<file path="src/rtl/f_fetch_ctrl.sv">
// F-stage fetch sequencer: chooses the next PC, runs the IM ready handshake,
// buffers the fetched word while D stalls and defers a taken branch past its delay slot.
module f_fetch_ctrl #(
  parameter logic [31:0] RESET_PC  = 32'h0000_3000,
  parameter logic [31:0] EXC_ENTRY = 32'h0000_4180,
  parameter logic [31:0] PC_LO     = 32'h0000_3000,
  parameter logic [31:0] PC_HI     = 32'h0000_6ffc
) (
  input  logic        clk,
  input  logic        reset,
  input  logic [31:0] pc_i,
  input  logic        stall_i,
  input  logic        req_i,
  input  logic        eret_i,
  input  logic [31:0] epc_i,
  input  logic        br_taken_i,
  input  logic [31:0] br_target_i,
  input  logic        im_ready_i,
  input  logic [31:0] im_instr_i,
  output logic        im_req_o,
  output logic        pc_we_o,
  output logic [31:0] npc_o,
  output logic        f_valid_o,
  output logic [31:0] f_instr_o,
  output logic        f_adel_o
);

  typedef enum logic [1:0] {
    IDLE  = 2'd0,
    FETCH = 2'd1,
    HOLD  = 2'd2
  } state_t;

  state_t      state, state_nxt;
  logic        pend_v, pend_v_nxt;
  logic [31:0] pend_addr, pend_addr_nxt;
  logic [31:0] buf_instr, buf_instr_nxt;

  logic        bad;
  logic        redirect;
  logic        done;
  logic [31:0] fetch_word;
  logic [31:0] pc_inc;
  logic [31:0] npc_sel;

  assign bad      = (pc_i[1:0] != 2'b00) || (pc_i < PC_LO) || (pc_i > PC_HI);
  assign pc_inc   = pc_i + 32'd4;
  assign redirect = (state != IDLE) && (req_i || eret_i);

  // A deferred branch outranks a fresh one: it belongs to an older instruction.
  always_comb begin
    npc_sel = pc_inc;
    if (req_i)           npc_sel = EXC_ENTRY;
    else if (eret_i)     npc_sel = epc_i;
    else if (pend_v)     npc_sel = pend_addr;
    else if (br_taken_i) npc_sel = br_target_i;
  end

  always_ff @(posedge clk or negedge reset) begin
    if (!reset) begin
      state     <= IDLE;
      pend_v    <= 1'b0;
      pend_addr <= '0;
      buf_instr <= '0;
    end else begin
      state     <= state_nxt;
      pend_v    <= pend_v_nxt;
      pend_addr <= pend_addr_nxt;
      buf_instr <= buf_instr_nxt;
    end
  end

  always_comb begin
    state_nxt     = state;
    pend_v_nxt    = pend_v;
    pend_addr_nxt = pend_addr;
    buf_instr_nxt = buf_instr;
    im_req_o      = 1'b0;
    pc_we_o       = 1'b0;
    npc_o         = npc_sel;
    f_valid_o     = 1'b0;
    f_instr_o     = '0;
    f_adel_o      = 1'b0;
    done          = 1'b0;
    fetch_word    = bad ? 32'd0 : im_instr_i;

    if (redirect) begin
      // Any in-flight IM access is simply dropped; the new PC restarts it.
      pc_we_o    = 1'b1;
      pend_v_nxt = 1'b0;
      state_nxt  = FETCH;
    end else begin
      case (state)
        IDLE: begin
          npc_o     = '0;
          state_nxt = FETCH;
        end
        FETCH: begin
          im_req_o  = !bad;
          done      = bad || im_ready_i;
          f_instr_o = fetch_word;
          if (done) begin
            f_valid_o = 1'b1;
            f_adel_o  = bad;
            if (stall_i) begin
              buf_instr_nxt = fetch_word;
              state_nxt     = HOLD;
            end else begin
              pc_we_o    = 1'b1;
              pend_v_nxt = 1'b0;
            end
          end
        end
        HOLD: begin
          f_valid_o = 1'b1;
          f_instr_o = buf_instr;
          f_adel_o  = bad;
          if (!stall_i) begin
            pc_we_o    = 1'b1;
            pend_v_nxt = 1'b0;
            state_nxt  = FETCH;
          end
        end
        default: state_nxt = IDLE;
      endcase
    end

    // Without a PC write this cycle the delay slot is still outstanding, so park the target.
    if (br_taken_i && !pc_we_o && !redirect) begin
      pend_v_nxt    = 1'b1;
      pend_addr_nxt = br_target_i;
    end

    if (!reset) begin
      im_req_o  = 1'b0;
      pc_we_o   = 1'b0;
      f_valid_o = 1'b0;
      f_instr_o = '0;
      f_adel_o  = 1'b0;
      npc_o     = RESET_PC;
    end
  end

endmodule

</file>
<file path="config.mk">
export PLATFORM = sky130hd
export DESIGN_NAME = f_fetch_ctrl
export DESIGN_NICKNAME = d
export VERILOG_FILES = /design/src/rtl/f_fetch_ctrl.sv
export SDC_FILE = /design/constraint.sdc
export NUM_CORES = 1
export LEC_CHECK = 0
export BUFFER_PORTS_ARGS = -buffer_cell sky130_fd_sc_hd__buf_2
export CELL_PAD_IN_SITES_DETAIL_PLACEMENT = 1
export CELL_PAD_IN_SITES_GLOBAL_PLACEMENT = 1
export CORE_MARGIN = 1
export CORE_UTILIZATION = 38
export DETAILED_ROUTE_END_ITERATION = 16
export MAX_ROUTING_LAYER = met4
export PLACE_DENSITY_LB_ADDON = 0.08
export SLEW_MARGIN = 30
export SYNTH_ARGS = -nofsm -noshare
export SYNTH_HDL_FRONTEND = slang
export SYNTH_SLANG_ARGS = --single-unit
</file>
<file path="constraint.sdc">
create_clock -name clk -period 5.3 [get_ports clk]
set_clock_uncertainty 0.05 [all_clocks]
set_input_delay 0 -clock clk [delete_from_list [all_inputs] [get_ports clk]]
set_output_delay 0 -clock clk [all_outputs]
set_load 0.02 [all_outputs]
</file>
==> flow_metrics.env <==
export IMPL_synthArstFlopShare_pct=100
export IMPL_vdd_drop_max_mv=0.181
export IMPL_p_per_area_nw_per_um2=272
export IMPL_routabilityCongestion=0.893
export IMPL_critPathMaxStageDelay_ns=0.58
export IMPL_period_share_pct=56.4
export IMPL_routedWlPerCell_um=19.8
export IMPL_die_w_um=115
export IMPL_startpoint="pend_v"
export IMPL_cts_resized_gates=0
export IMPL_num_io_pins=203
export IMPL_clock_sinks=67
export IMPL_synth_seq_area_share_pct=34.6
export IMPL_hold_buffers=65
export IMPL_min_period_ns=2.99
export IMPL_synthToLayoutAreaGrowth_pct=44.0
export IMPL_yosysUniqueCellTypes=63
export IMPL_cp_cell_sequence="buf_4 -> clkinv_1 -> nor2_1 -> a22o_1 -> a2111oi_0 -> nor3_1 -> buf_2"
export IMPL_synthFlopType="dfrtp_1"
export IMPL_detail_route_antenna_nets=0
export IMPL_gr_max_usage_layer="met2"
export IMPL_clkLatencyLatePin_ns=0.34
export IMPL_grt_overflow_total=0
export IMPL_die_h_um=115
export IMPL_io_buffers=202
export IMPL_first_pass_iters=4
export IMPL_finalWirelength_mm=19.3
export IMPL_syn_num_nets=695
export IMPL_layout_drive_gt1_share_pct=35.0
export IMPL_vias=5602
export IMPL_relSlewSlack_pct=43.3
export IMPL_grtUsageTotal_pct=31.1
export IMPL_root_buffer="clkbuf_16"
export IMPL_rsz0062_at_grt="false"
export IMPL_outcome="finished clean"
export IMPL_avgSynthCellArea_um2=8.74
export IMPL_end_kind="output pin"
export IMPL_start_kind="flop"
export IMPL_synth_seq_cells=67
export IMPL_worst_pin_slew_ns=0.847
export IMPL_syn_area_um2=4850
export IMPL_worst_endpoint_arrival_ns=2.94
export IMPL_antenna_found_initial=0
export IMPL_diodes=0
export IMPL_hp_start="stall_i"
export IMPL_cts_buffers_inserted=9
export IMPL_path_max_fanout=34
export IMPL_leakage_nw=3.19
export IMPL_cts_tree="done"
export IMPL_num_rows=40
export IMPL_initial_core_util_pct=39.7
export IMPL_syn_inst=555
export IMPL_drc=0
export IMPL_fin_util_pct=57.2
export IMPL_cp_required_ns=5.25
export IMPL_dr_first_iter_drc_count=272
export IMPL_htree_levels=3
export IMPL_slew_violations=0
export IMPL_core_area_um2=12200
export IMPL_grt_max_degree=45
export IMPL_min_path_type="in -> reg"
export IMPL_finalHoldViolations=0
export IMPL_cts_clk_slew_worst_paths_ns=0.06
export IMPL_post_cts_buffers=0
export IMPL_cap_violations=0
export IMPL_r2r_start="state[0]"
export IMPL_grt_pass1_wl_mm=30.5
export IMPL_synth_edf_count=0
export IMPL_groute_layer_met2_usage_pct=52.7
export IMPL_setup_viol=0
export IMPL_dieArea_um2=13200
export IMPL_slowest_stage="clkinv_1"
export IMPL_critical_path_class="reg -> out"
export IMPL_fmax_mhz=335
export IMPL_clock_path_buffers=2
export IMPL_fin_nets=941
export IMPL_globalRouteMet1Util_pct=37.1
export IMPL_dp_hpwl_mm=13.3
export IMPL_grt_pass1_vias=5883
export IMPL_avgViaCountPerCell=5.75
export IMPL_setup_tns_ns=0
export IMPL_grt_use_met3_pct=4.69
export IMPL_ys_warn_count=0
==> metrics by stage <==
stage / instances / cell area (um2) / worst slack [ns] / total power [mW] / hold WS (ns)
floorplan: 555 / 4850 / 3.15 / 0.996 / -0.346
global placement: 889 / 5950 / 2.56 / 1.16 / -0.104
detailed placement: 893 / 6010 / 2.61 / 1.20 / -0.103
CTS: 974 / 6990 / 2.33 / 1.91 / 0.0230
global route: 974 / 6990 / 2.15 / 1.99 / 0.0504
finish: 974 / 6990 / 2.31 / 1.90 / 0.0376
==> final timing paths <==
path	end	slack [ns]	cells after the start
setup / recovery	npc_o[21]	2.31	7
setup reg to reg	pend_addr[24]	2.59	9
hold / removal	state[1]	0.04	3
max in group asynchronous	pend_addr[9]	4.18	3
min in group asynchronous	buf_instr[2]	0.07	2
hold reg to reg	buf_instr[18]	0.45	1
==> critical path, delay by kind of cell (launching register included) <==
family / cells / cell delay (ns)
flops: 1 / 0.45
buf+inv: 3 / 1.21
compound gates: 2 / 0.30
simple gates: 2 / 0.63
==> where the power goes <==
group | switching (mW) | internal [mW] | total (mW)
combinational | 0.294 | 0.248 | 0.542
sequential | 0.0642 | 0.626 | 0.690
clock | 0.244 | 0.425 | 0.668
total | 0.602 | 1.30 | 1.90
==> cell usage after synthesis (4+ instances only) <==
library cell | instances | area, um2
a221o_1 | 5 | 50.1
o22ai_1 | 4 | 25.0
or3_1 | 4 | 25.0
buf_2 | 9 | 45.0
nand2_1 | 32 | 120
dfrtp_1 | 67 | 1680
a21oi_1 | 27 | 135
nand4_1 | 10 | 62.6
xnor2_1 | 6 | 52.6
ha_1 | 5 | 62.6
o211ai_1 | 6 | 45.0
nand2b_1 | 7 | 43.8
a221oi_1 | 9 | 78.8
o21a_1 | 4 | 30.0
mux2i_1 | 11 | 110
nand3_1 | 13 | 65.1
mux2_2 | 31 | 349
clkbuf_1 | 28 | 105
nor4_1 | 14 | 87.6
inv_1 | 11 | 41.3
a22oi_1 | 34 | 255
a22o_1 | 33 | 289
nor2_1 | 63 | 236
o21ai_0 | 38 | 190
xor2_1 | 6 | 52.6
nor3_1 | 13 | 65.1
a31oi_1 | 8 | 50.1
==> sequential cells by signal, indices dropped and copies added (netlist names) <==
signal,count
buf_instr,32
state,2
pend_addr,32
pend_v,1
==> layout make-up <==
| cell class | instances | area [um2] |
|---|---|---|
| Clock inverter | 6 | 88.8 |
| Fill cell | 1518 | 5230 |
| Inverter | 13 | 48.8 |
| Multi-Input combinational cell | 432 | 2960 |
| Timing Repair Buffer | 278 | 1770 |
| Tap cell | 168 | 210 |
| Clock buffer | 10 | 239 |
| Sequential cell | 67 | 1680 |
==> cells by family (layout without fill, tap and decap cells) <==
| family | Yosys count | in the layout | share of synthesized area (%) |
|---|---|---|---|
| AOI/OAI and AO/OA | 191 | 191 | 27.9 |
| DFF | 67 | 67 | 34.6 |
| buffers and inverters | 56 | 307 | 5.03 |
| and+or+nand+nor | 181 | 181 | 19.3 |
| adders and majority gates | 5 | 5 | 1.29 |
| xor gates and xnor gates | 12 | 12 | 2.17 |
| muxes | 43 | 43 | 9.70 |
==> cell usage in the layout, fill, tap and decap left out, types with 3 or more instances in the layout <==
master / Yosys / routed
a211oi_1: 3 / 3
a221o_1: 5 / 5
nand3_1: 13 / 13
a221oi_1: 9 / 9
buf_6: 3 / 3
nor3_1: 13 / 13
o22ai_1: 4 / 4
buf_2: 9 / 201
a21oi_1: 27 / 26
o211ai_1: 6 / 6
o21a_1: 4 / 4
ha_1: 5 / 5
dlygate4sd3_1: 0 / 65
nand2_1: 32 / 32
a31oi_1: 8 / 8
xor2_1: 6 / 6
mux2i_1: 11 / 11
a22oi_1: 34 / 34
inv_1: 11 / 11
o31a_1: 3 / 3
nor2_1: 63 / 62
buf_4: 0 / 8
dfrtp_1: 67 / 67
nand4_1: 10 / 10
or3_1: 4 / 4
nor4_1: 14 / 14
nand2b_1: 7 / 7
clkbuf_16: 0 / 9
o21ai_0: 38 / 38
xnor2_1: 6 / 6
a22o_1: 33 / 33
mux2_2: 31 / 31
==> per-layer routing <==
metal / routed length (um) / vias to the layer above
li1: - / 2611
met1: 8180 / 2768
met2: 9750 / 191
met3: 945 / 32
met4: 444 / 0
met5: 0 / -
Power figures use the tool's default switching activity.
